File: src/rtl/key_sw_io_dev_if.sv
// Load/store bus between the processor and the key/switch input device.
interface key_sw_io_dev_if #(
  parameter int unsigned DBITS = 32
);
  logic [DBITS-1:0] addr;
  logic [DBITS-1:0] wdata;
  logic             we;
  logic             re;
  logic [DBITS-1:0] rdata;
  logic             rsel;

  modport master (output addr, wdata, we, re, input rdata, rsel);
  modport slave  (input addr, wdata, we, re, output rdata, rsel);
endinterface

File: src/rtl/key_sw_io_dev.sv
// Memory-mapped KEY/SW input device: synchronise, debounce, DATA/CTRL registers with ready/overrun.
// Define IOIRQ_EN to enable the interrupt output and the ie control bits.
module key_sw_io_deb #(
  parameter int unsigned W         = 4,
  parameter int unsigned DEBCYCLES = 500000
) (
  input  logic         clk,
  input  logic         RESET_N,
  input  logic [W-1:0] raw_i,
  output logic [W-1:0] deb_o,
  output logic         chg_o
);
  localparam int unsigned     CW   = $clog2(DEBCYCLES + 1);
  localparam logic [CW-1:0]   CMAX = CW'(DEBCYCLES - 1);

  logic [W-1:0]  s1_q, s2_q, deb_q, deb_d;
  logic [CW-1:0] cnt_q, cnt_d;

  // Count only while the synced value is steady and differs from the debounced one.
  always_comb begin
    cnt_d = cnt_q;
    deb_d = deb_q;
    chg_o = 1'b0;
    if ((s1_q != s2_q) || (s2_q == deb_q)) begin
      cnt_d = '0;
    end else if (cnt_q >= CMAX) begin
      deb_d = s2_q;
      cnt_d = '0;
      chg_o = 1'b1;
    end else begin
      cnt_d = cnt_q + 1'b1;
    end
  end

  always_ff @(posedge clk or negedge RESET_N) begin
    if (!RESET_N) begin
      s1_q  <= '0;
      s2_q  <= '0;
      deb_q <= '0;
      cnt_q <= '0;
    end else begin
      s1_q  <= raw_i;
      s2_q  <= s1_q;
      deb_q <= deb_d;
      cnt_q <= cnt_d;
    end
  end

  assign deb_o = deb_q;
endmodule

module key_sw_io_dev #(
  parameter int unsigned         DBITS     = 32,
  parameter logic [DBITS-1:0]    ADDRKEY   = 32'hFFFFF080,
  parameter logic [DBITS-1:0]    ADDRSW    = 32'hFFFFF090,
  parameter int unsigned         KEYBITS   = 4,
  parameter int unsigned         SWBITS    = 10,
  parameter int unsigned         DEBCYCLES = 500000
) (
  input  logic               clk,
  input  logic               RESET_N,
  input  logic [KEYBITS-1:0] KEY,
  input  logic [SWBITS-1:0]  SW,
  key_sw_io_dev_if.slave     bus,
  output logic               irq
);
  logic [KEYBITS-1:0] kdeb;
  logic [SWBITS-1:0]  sdeb;
  logic               kchg, schg;

  key_sw_io_deb #(.W(KEYBITS), .DEBCYCLES(DEBCYCLES)) u_kdeb (
    .clk(clk), .RESET_N(RESET_N), .raw_i(~KEY), .deb_o(kdeb), .chg_o(kchg)
  );
  key_sw_io_deb #(.W(SWBITS), .DEBCYCLES(DEBCYCLES)) u_sdeb (
    .clk(clk), .RESET_N(RESET_N), .raw_i(SW), .deb_o(sdeb), .chg_o(schg)
  );

  logic kdata_hit, kctrl_hit, sdata_hit, sctrl_hit;
  assign kdata_hit = (bus.addr == ADDRKEY);
  assign kctrl_hit = (bus.addr == ADDRKEY + DBITS'(4));
  assign sdata_hit = (bus.addr == ADDRSW);
  assign sctrl_hit = (bus.addr == ADDRSW + DBITS'(4));

  logic kready_q, kready_d, kovr_q, kovr_d, kie_q, kie_d;
  logic sready_q, sready_d, sovr_q, sovr_d, sie_q, sie_d;
  logic [DBITS-1:0] rdata_q, rdata_d;
  logic             rsel_q, rsel_d;
  logic             unused_wdata;

  assign unused_wdata = ^bus.wdata;

  function automatic logic [DBITS-1:0] ctrl_word(logic rdy, logic ovr, logic ie);
    ctrl_word    = '0;
    ctrl_word[0] = rdy;
    ctrl_word[1] = ovr;
    ctrl_word[4] = ie;
  endfunction

  // CTRL write is applied first so a same-cycle chg can still force overrun high.
  always_comb begin
    kready_d = kready_q;
    kovr_d   = kovr_q;
    kie_d    = kie_q;
    sready_d = sready_q;
    sovr_d   = sovr_q;
    sie_d    = sie_q;
    if (bus.we && kctrl_hit) begin
      kovr_d = kovr_q & bus.wdata[1];
`ifdef IOIRQ_EN
      kie_d  = bus.wdata[4];
`endif
    end
    if (bus.we && sctrl_hit) begin
      sovr_d = sovr_q & bus.wdata[1];
`ifdef IOIRQ_EN
      sie_d  = bus.wdata[4];
`endif
    end
    if (kchg) begin
      if (kready_q) kovr_d = 1'b1;
      kready_d = 1'b1;
    end else if (bus.re && kdata_hit) begin
      kready_d = 1'b0;
    end
    if (schg) begin
      if (sready_q) sovr_d = 1'b1;
      sready_d = 1'b1;
    end else if (bus.re && sdata_hit) begin
      sready_d = 1'b0;
    end
  end

  always_comb begin
    rdata_d = '0;
    rsel_d  = 1'b0;
    if (bus.re) begin
      rsel_d = kdata_hit | kctrl_hit | sdata_hit | sctrl_hit;
      if (kdata_hit)      rdata_d = DBITS'(kdeb);
      else if (kctrl_hit) rdata_d = ctrl_word(kready_q, kovr_q, kie_q);
      else if (sdata_hit) rdata_d = DBITS'(sdeb);
      else if (sctrl_hit) rdata_d = ctrl_word(sready_q, sovr_q, sie_q);
    end
  end

  always_ff @(posedge clk or negedge RESET_N) begin
    if (!RESET_N) begin
      kready_q <= 1'b0;
      kovr_q   <= 1'b0;
      kie_q    <= 1'b0;
      sready_q <= 1'b0;
      sovr_q   <= 1'b0;
      sie_q    <= 1'b0;
      rdata_q  <= '0;
      rsel_q   <= 1'b0;
    end else begin
      kready_q <= kready_d;
      kovr_q   <= kovr_d;
      kie_q    <= kie_d;
      sready_q <= sready_d;
      sovr_q   <= sovr_d;
      sie_q    <= sie_d;
      rdata_q  <= rdata_d;
      rsel_q   <= rsel_d;
    end
  end

  assign bus.rdata = rdata_q;
  assign bus.rsel  = rsel_q;

`ifdef IOIRQ_EN
  logic irq_q;
  always_ff @(posedge clk or negedge RESET_N) begin
    if (!RESET_N) irq_q <= 1'b0;
    else          irq_q <= (kready_q & kie_q) | (sready_q & sie_q);
  end
  assign irq = irq_q;
`else
  assign irq = 1'b0;
`endif
endmodule

File: src/flat_wrapper.sv
// flat-port wrapper written by rule: the top's interface ports become plain ports
module key_sw_io_dev_flat 
#(
  parameter int unsigned         DBITS     = 32,
  parameter logic [DBITS-1:0]    ADDRKEY   = 32'hFFFFF080,
  parameter logic [DBITS-1:0]    ADDRSW    = 32'hFFFFF090,
  parameter int unsigned         KEYBITS   = 4,
  parameter int unsigned         SWBITS    = 10,
  parameter int unsigned         DEBCYCLES = 500000
)
  (clk, RESET_N, KEY, SW, irq, bus_addr, bus_wdata, bus_we, bus_re, bus_rdata, bus_rsel);
  key_sw_io_dev_if #(.DBITS(DBITS)) bus_i ();
  input  logic clk;
  input  logic RESET_N;
  input  logic [KEYBITS-1:0] KEY;
  input  logic [SWBITS-1:0] SW;
  output logic irq;
  input wire logic [$bits(bus_i.addr)-1:0] bus_addr;
  input wire logic [$bits(bus_i.wdata)-1:0] bus_wdata;
  input wire logic [$bits(bus_i.we)-1:0] bus_we;
  input wire logic [$bits(bus_i.re)-1:0] bus_re;
  output wire logic [$bits(bus_i.rdata)-1:0] bus_rdata;
  output wire logic [$bits(bus_i.rsel)-1:0] bus_rsel;
  assign bus_i.addr = bus_addr;
  assign bus_i.wdata = bus_wdata;
  assign bus_i.we = bus_we;
  assign bus_i.re = bus_re;
  assign bus_rdata = bus_i.rdata;
  assign bus_rsel = bus_i.rsel;
  key_sw_io_dev #(.DBITS(DBITS), .ADDRKEY(ADDRKEY), .ADDRSW(ADDRSW), .KEYBITS(KEYBITS), .SWBITS(SWBITS), .DEBCYCLES(DEBCYCLES)) u_core (.clk(clk), .RESET_N(RESET_N), .KEY(KEY), .SW(SW), .bus(bus_i), .irq(irq));
endmodule
File: config.mk
export PLATFORM = sky130hd
export DESIGN_NAME = key_sw_io_dev_flat
export DESIGN_NICKNAME = d
export VERILOG_FILES = /design/src/rtl/key_sw_io_dev_if.sv /design/src/rtl/key_sw_io_dev.sv /design/src/flat_wrapper.sv
export SDC_FILE = /design/constraint.sdc
export NUM_CORES = 1
export LEC_CHECK = 0
export CELL_PAD_IN_SITES_DETAIL_PLACEMENT = 0
export CELL_PAD_IN_SITES_GLOBAL_PLACEMENT = 1
export CORE_AREA = 3 3 100 126
export DETAILED_ROUTE_END_ITERATION = 7
export DIE_AREA = 0 0 103 129
export PLACE_DENSITY = 0.81
export SLEW_MARGIN = 20
export SYNTH_ARGS = -nofsm -noshare
export SYNTH_HDL_FRONTEND = slang
export SYNTH_SLANG_ARGS = --single-unit
File: constraint.sdc
create_clock -name clk -period 2.9 [get_ports clk]
set_clock_uncertainty 0.2 [all_clocks]
set_input_delay 0.58 -clock clk [delete_from_list [all_inputs] [get_ports clk]]
set_output_delay 0.58 -clock clk [all_outputs]
set_load 0.05 [all_outputs]
==> summary.md <==
| Metric | Value |
|---|---|
| Number of global-route vias before repair | 2975 |
| Fill count | 1053 |
| Net Sw Frac | 22.90% |
| Combinational family with the most area after synthesis | simple AND/OR/NAND/NOR gates |
| IO Port Bufs | 61 |
| Pwr dens | 524.5 mW/mm^2 |
| Maximum vdd drop | 0.0003153 V |
| Leakage | 0.002247 uW |
| Root buffer cell | clkbuf_16 |
| Setup crit end kind | flip-flop |
| Post-CTS setup buffers | 0 |
| Detail Placement HPWL | 6.034 mm |
| First-pass GRT wire length | 13.71 mm |
| Clock transition at path regs | 0.06 ns |
| Yosys warnings | 0 |
| Inserted Diodes | 0 |
| Compound-Gate Fraction of Synth Area | 4.167% |
| Largest net degree at the start of global routing | 41 |
| Area growth from synthesis to layout | 24.14% |
| Share of layout cells above drive strength 1 | 9.375% |
| Gate Count Post-Synth | 371 |
| Total number of vias | 2761 |
| Setup CP Type | in -> reg |
| Internal power | 2126 uW |
| Average footprint of a synthesized cell | 11.41 sq um |
| CTS tree | built |
| Synth area leader | dfrtp_1 |
| GRT Util Overall | 13.12% |
| Status | completed |
| Total Routed Length | 7.922 mm |
| Adder-cell share of the synthesized area | 0.5910% |
| Switching power | 631.2 uW |
| Initial Utilization | 36.62% |
| CTS Sinks | 95 |
| Worst path arrival time | 2.41 ns |
| Die height | 129 um |
| TritonCTS buffer count | 9 |
| CP max FO | 9 |
| Final min period | 2.339 ns |
| Clock network fraction of total power | 43.1% |
| Area fraction of the dominant cell type after synthesis | 56.15% |
| DR DRC count | 0 |
| DIE WIDTH | 103 um |
| Nets | 527 |
| Reg power frac | 49.5% |
| Unrepaired setup endpoints after global routing | false |
| Initial antenna violation count | 0 |
| Setup total negative slack | 0 ns |
| GR Util met1 | 15.47% |
| CTS Buffer Depth | 2 |
| Crit path required time | 2.97 ns |
| Simple-gate share of the synthesized area | 16.84% |
| Row cnt | 44 |
| Final core occ | 45.47% |
| CTS Hold Buffers Added | 0 |
| Grt peak-use layer | met2 |
| Sequential element share of the synthesized area | 56.15% |
| Synth top area cells | dfrtp_1 56%, xor2_1 6.4%, xnor2_1 6.0% |
| Placer congestion estimate | 0.7864 |
| Final setup fails | 0 |
| Die area | 0.01329 sq mm |
| Num ports | 116 |
| Max-slew violation count | 0 |
| Total global routing overflow | 0 |
| Met3 Resource Use GR | 3.416% |
| Pre-antenna DRT Iters | 4 |
| H-Tree Depth | 3 |
| Post-DR wirelength/cell | 13.52 um |
| Worst-Skew Late Latency | 0.34 ns |
| Hold_ws | 0.006227 ns |
| Logic pwr share | 7.4% |
| Number of synthesized register bits | 95 |
| Slew margin rel. | 49.68% |
| Core ar. | 0.01156 sq mm |
| Max cap viols | 0 |
| Post_cts resized | 0 |
| Worst slew pin tran | 0.7479 ns |
| Post-synth cell types | 41 |
| Hold Crit Class | in -> async |
| Hold Fails Final Rpt | 0 |
| FMAX | 427.6 MHz |
| Cell Area, Synth | 0.004234 sq mm |
| Post-synthesis mux area share | 4.433% |
| Crit start category | input pin |
| DRT iter0 DRCs | 76 |
| Synth Area in XOR/XNOR | 12.41% |
| Routing usage on met2 | 23.08% |
| Tcrit/Tclk final | 80.65% |
| Post-route ant nets | 0 |
| Via density | 4.712 |
[metal layers]
layer  vias to the layer above  wire length (um)
met5                         -                 0
met4                         0               119
met3                        10               271
met2                        43              4290
met1                      1346              3241
li1                       1362                 -
[cells in the mapped netlist, drive strengths merged]
library cell	count
a21bo	1
a21oi	3
a22o	4
a2bb2oi	1
a31oi	1
a41oi	2
and2	7
and3	9
and3b	1
and4	2
buf	24
clkbuf	2
conb	1
dfrtp	95
ha	2
inv	9
mux2	14
nand2	18
nand2b	3
nand3	14
nand4	17
nand4b	1
nor2	49
nor3	8
nor3b	1
nor4	6
nor4bb	2
o211ai	1
o21ai	6
o21bai	1
o22ai	2
o311ai	1
o31ai	1
or2	1
or4	1
xnor2	29
xor2	31
[cells by family (layout without fill, tap and decap cells)]
logic type / after synthesis / after routing
AO/OA/AOI/OAI: 24 / 24
XOR/XNOR: 60 / 60
adder cells (fa/ha/maj): 2 / 2
buffers and inverters: 35 / 90
flip-flops: 95 / 95
multiplexers: 14 / 14
other: 1 / 23
AND/OR/NAND/NOR: 140 / 140
[power groups by stage]
stage / Clock (uW) / Combinational (uW) / Sequential, uW
after floorplan: 0 / 124 / 1390
after global placement: 0 / 204 / 1390
after detailed placement: 0 / 207 / 1390
after CTS: 1230 / 207 / 1370
after global routing: 1290 / 221 / 1370
final: 1190 / 203 / 1370
[per-stage QoR]
stage	cell area (sq um)	total power (uW)	instances	worst slack, ns
final	5256	2757	586	0.5613
after global routing	5256	2876	586	0.4151
after CTS	5256	2800	586	0.5573
after detailed placement	4949	1597	570	0.1979
after global placement	4949	1593	570	0.2662
after floorplan	4317	1510	393	0.6629
[area by class of cell]
| type | count | area (sq um) | area share [%] |
|---|---|---|---|
| clock inverter | 6 | 68.82 | 1.309 |
| clock buffer | 10 | 239.0 | 4.547 |
| inverter | 9 | 33.78 | 0.6427 |
| multi-input combinational | 263 | 1714 | 32.61 |
| timing repair buffer | 65 | 650.6 | 12.38 |
| tap | 138 | 172.7 | 3.285 |
| sequential | 95 | 2377 | 45.23 |
[sequential cells by signal (all words and copies together) (netlist names), 4 cells and up]
signal / flops
u_core.bus.rdata: 10
u_core.u_kdeb.cnt_q: 19
u_core.u_kdeb.s2_q: 4
u_core.u_sdeb.s2_q: 10
u_core.u_sdeb.s1_q: 10
u_core.u_kdeb.s1_q: 4
u_core.u_kdeb.deb_o: 4
u_core.u_sdeb.deb_o: 10
u_core.u_sdeb.cnt_q: 19
[cells in the final DEF, fill, tap and decap left out, types with 2 or more instances in the layout]
| cell type | n |
|---|---|
| dfrtp_1 | 95 |
| clkdlybuf4s50_1 | 60 |
| nor2_1 | 49 |
| xor2_1 | 31 |
| xnor2_1 | 29 |
| conb_1 | 23 |
| nand2_1 | 18 |
| nand4_1 | 17 |
| nand3_1 | 13 |
| inv_1 | 9 |
| and3_1 | 9 |
| clkbuf_16 | 9 |
| nor3_1 | 8 |
| mux2_4 | 8 |
| and2_1 | 7 |
| o21ai_0 | 6 |
| nor4_1 | 6 |
| mux2_2 | 6 |
| a22o_1 | 4 |
| buf_4 | 4 |
| nand2b_1 | 3 |
| nor4bb_1 | 2 |
| o22ai_1 | 2 |
| a41oi_1 | 2 |
| a21oi_1 | 2 |
| and4_1 | 2 |
| ha_1 | 2 |
| clkinv_4 | 2 |
[worst paths after layout]
| path | from | to | slack [ns] | cells after the start |
|---|---|---|---|---|
| max in group asynchronous | RESET_N | u_core.u_kdeb.cnt_q[3]$_DFF_PN0_ | 1.86 | 2 |
| min | RESET_N | u_core.bus.rdata[1]$_DFF_PN0_ | 0.006 | 1 |
| max reg2reg | u_core.u_sdeb.cnt_q[11]$_DFF_PN0_ | u_core.u_sdeb.deb_o[5]$_DFFE_PN0P_ | 0.62 | 5 |
| max | bus_addr[12] | u_core.bus.rdata[3]$_DFF_PN0_ | 0.56 | 7 |
| min in group clk | u_core.u_sdeb.s1_q[4]$_DFF_PN0_ | u_core.u_sdeb.s2_q[4]$_DFF_PN0_ | 0.19 | 0 |
| min reg2reg | u_core.u_sdeb.s1_q[4]$_DFF_PN0_ | u_core.u_sdeb.s2_q[4]$_DFF_PN0_ | 0.19 | 0 |
[critical path, stage by stage]
cell and delay (ns):
clkdlybuf4s50_1 0.44, nor4bb_1 0.28, nand4_1 0.24, or2_2 0.35, nor3_1 0.17, buf_4 0.19, a22o_1 0.16
Note: power is estimated with default switching activity, not from simulation.
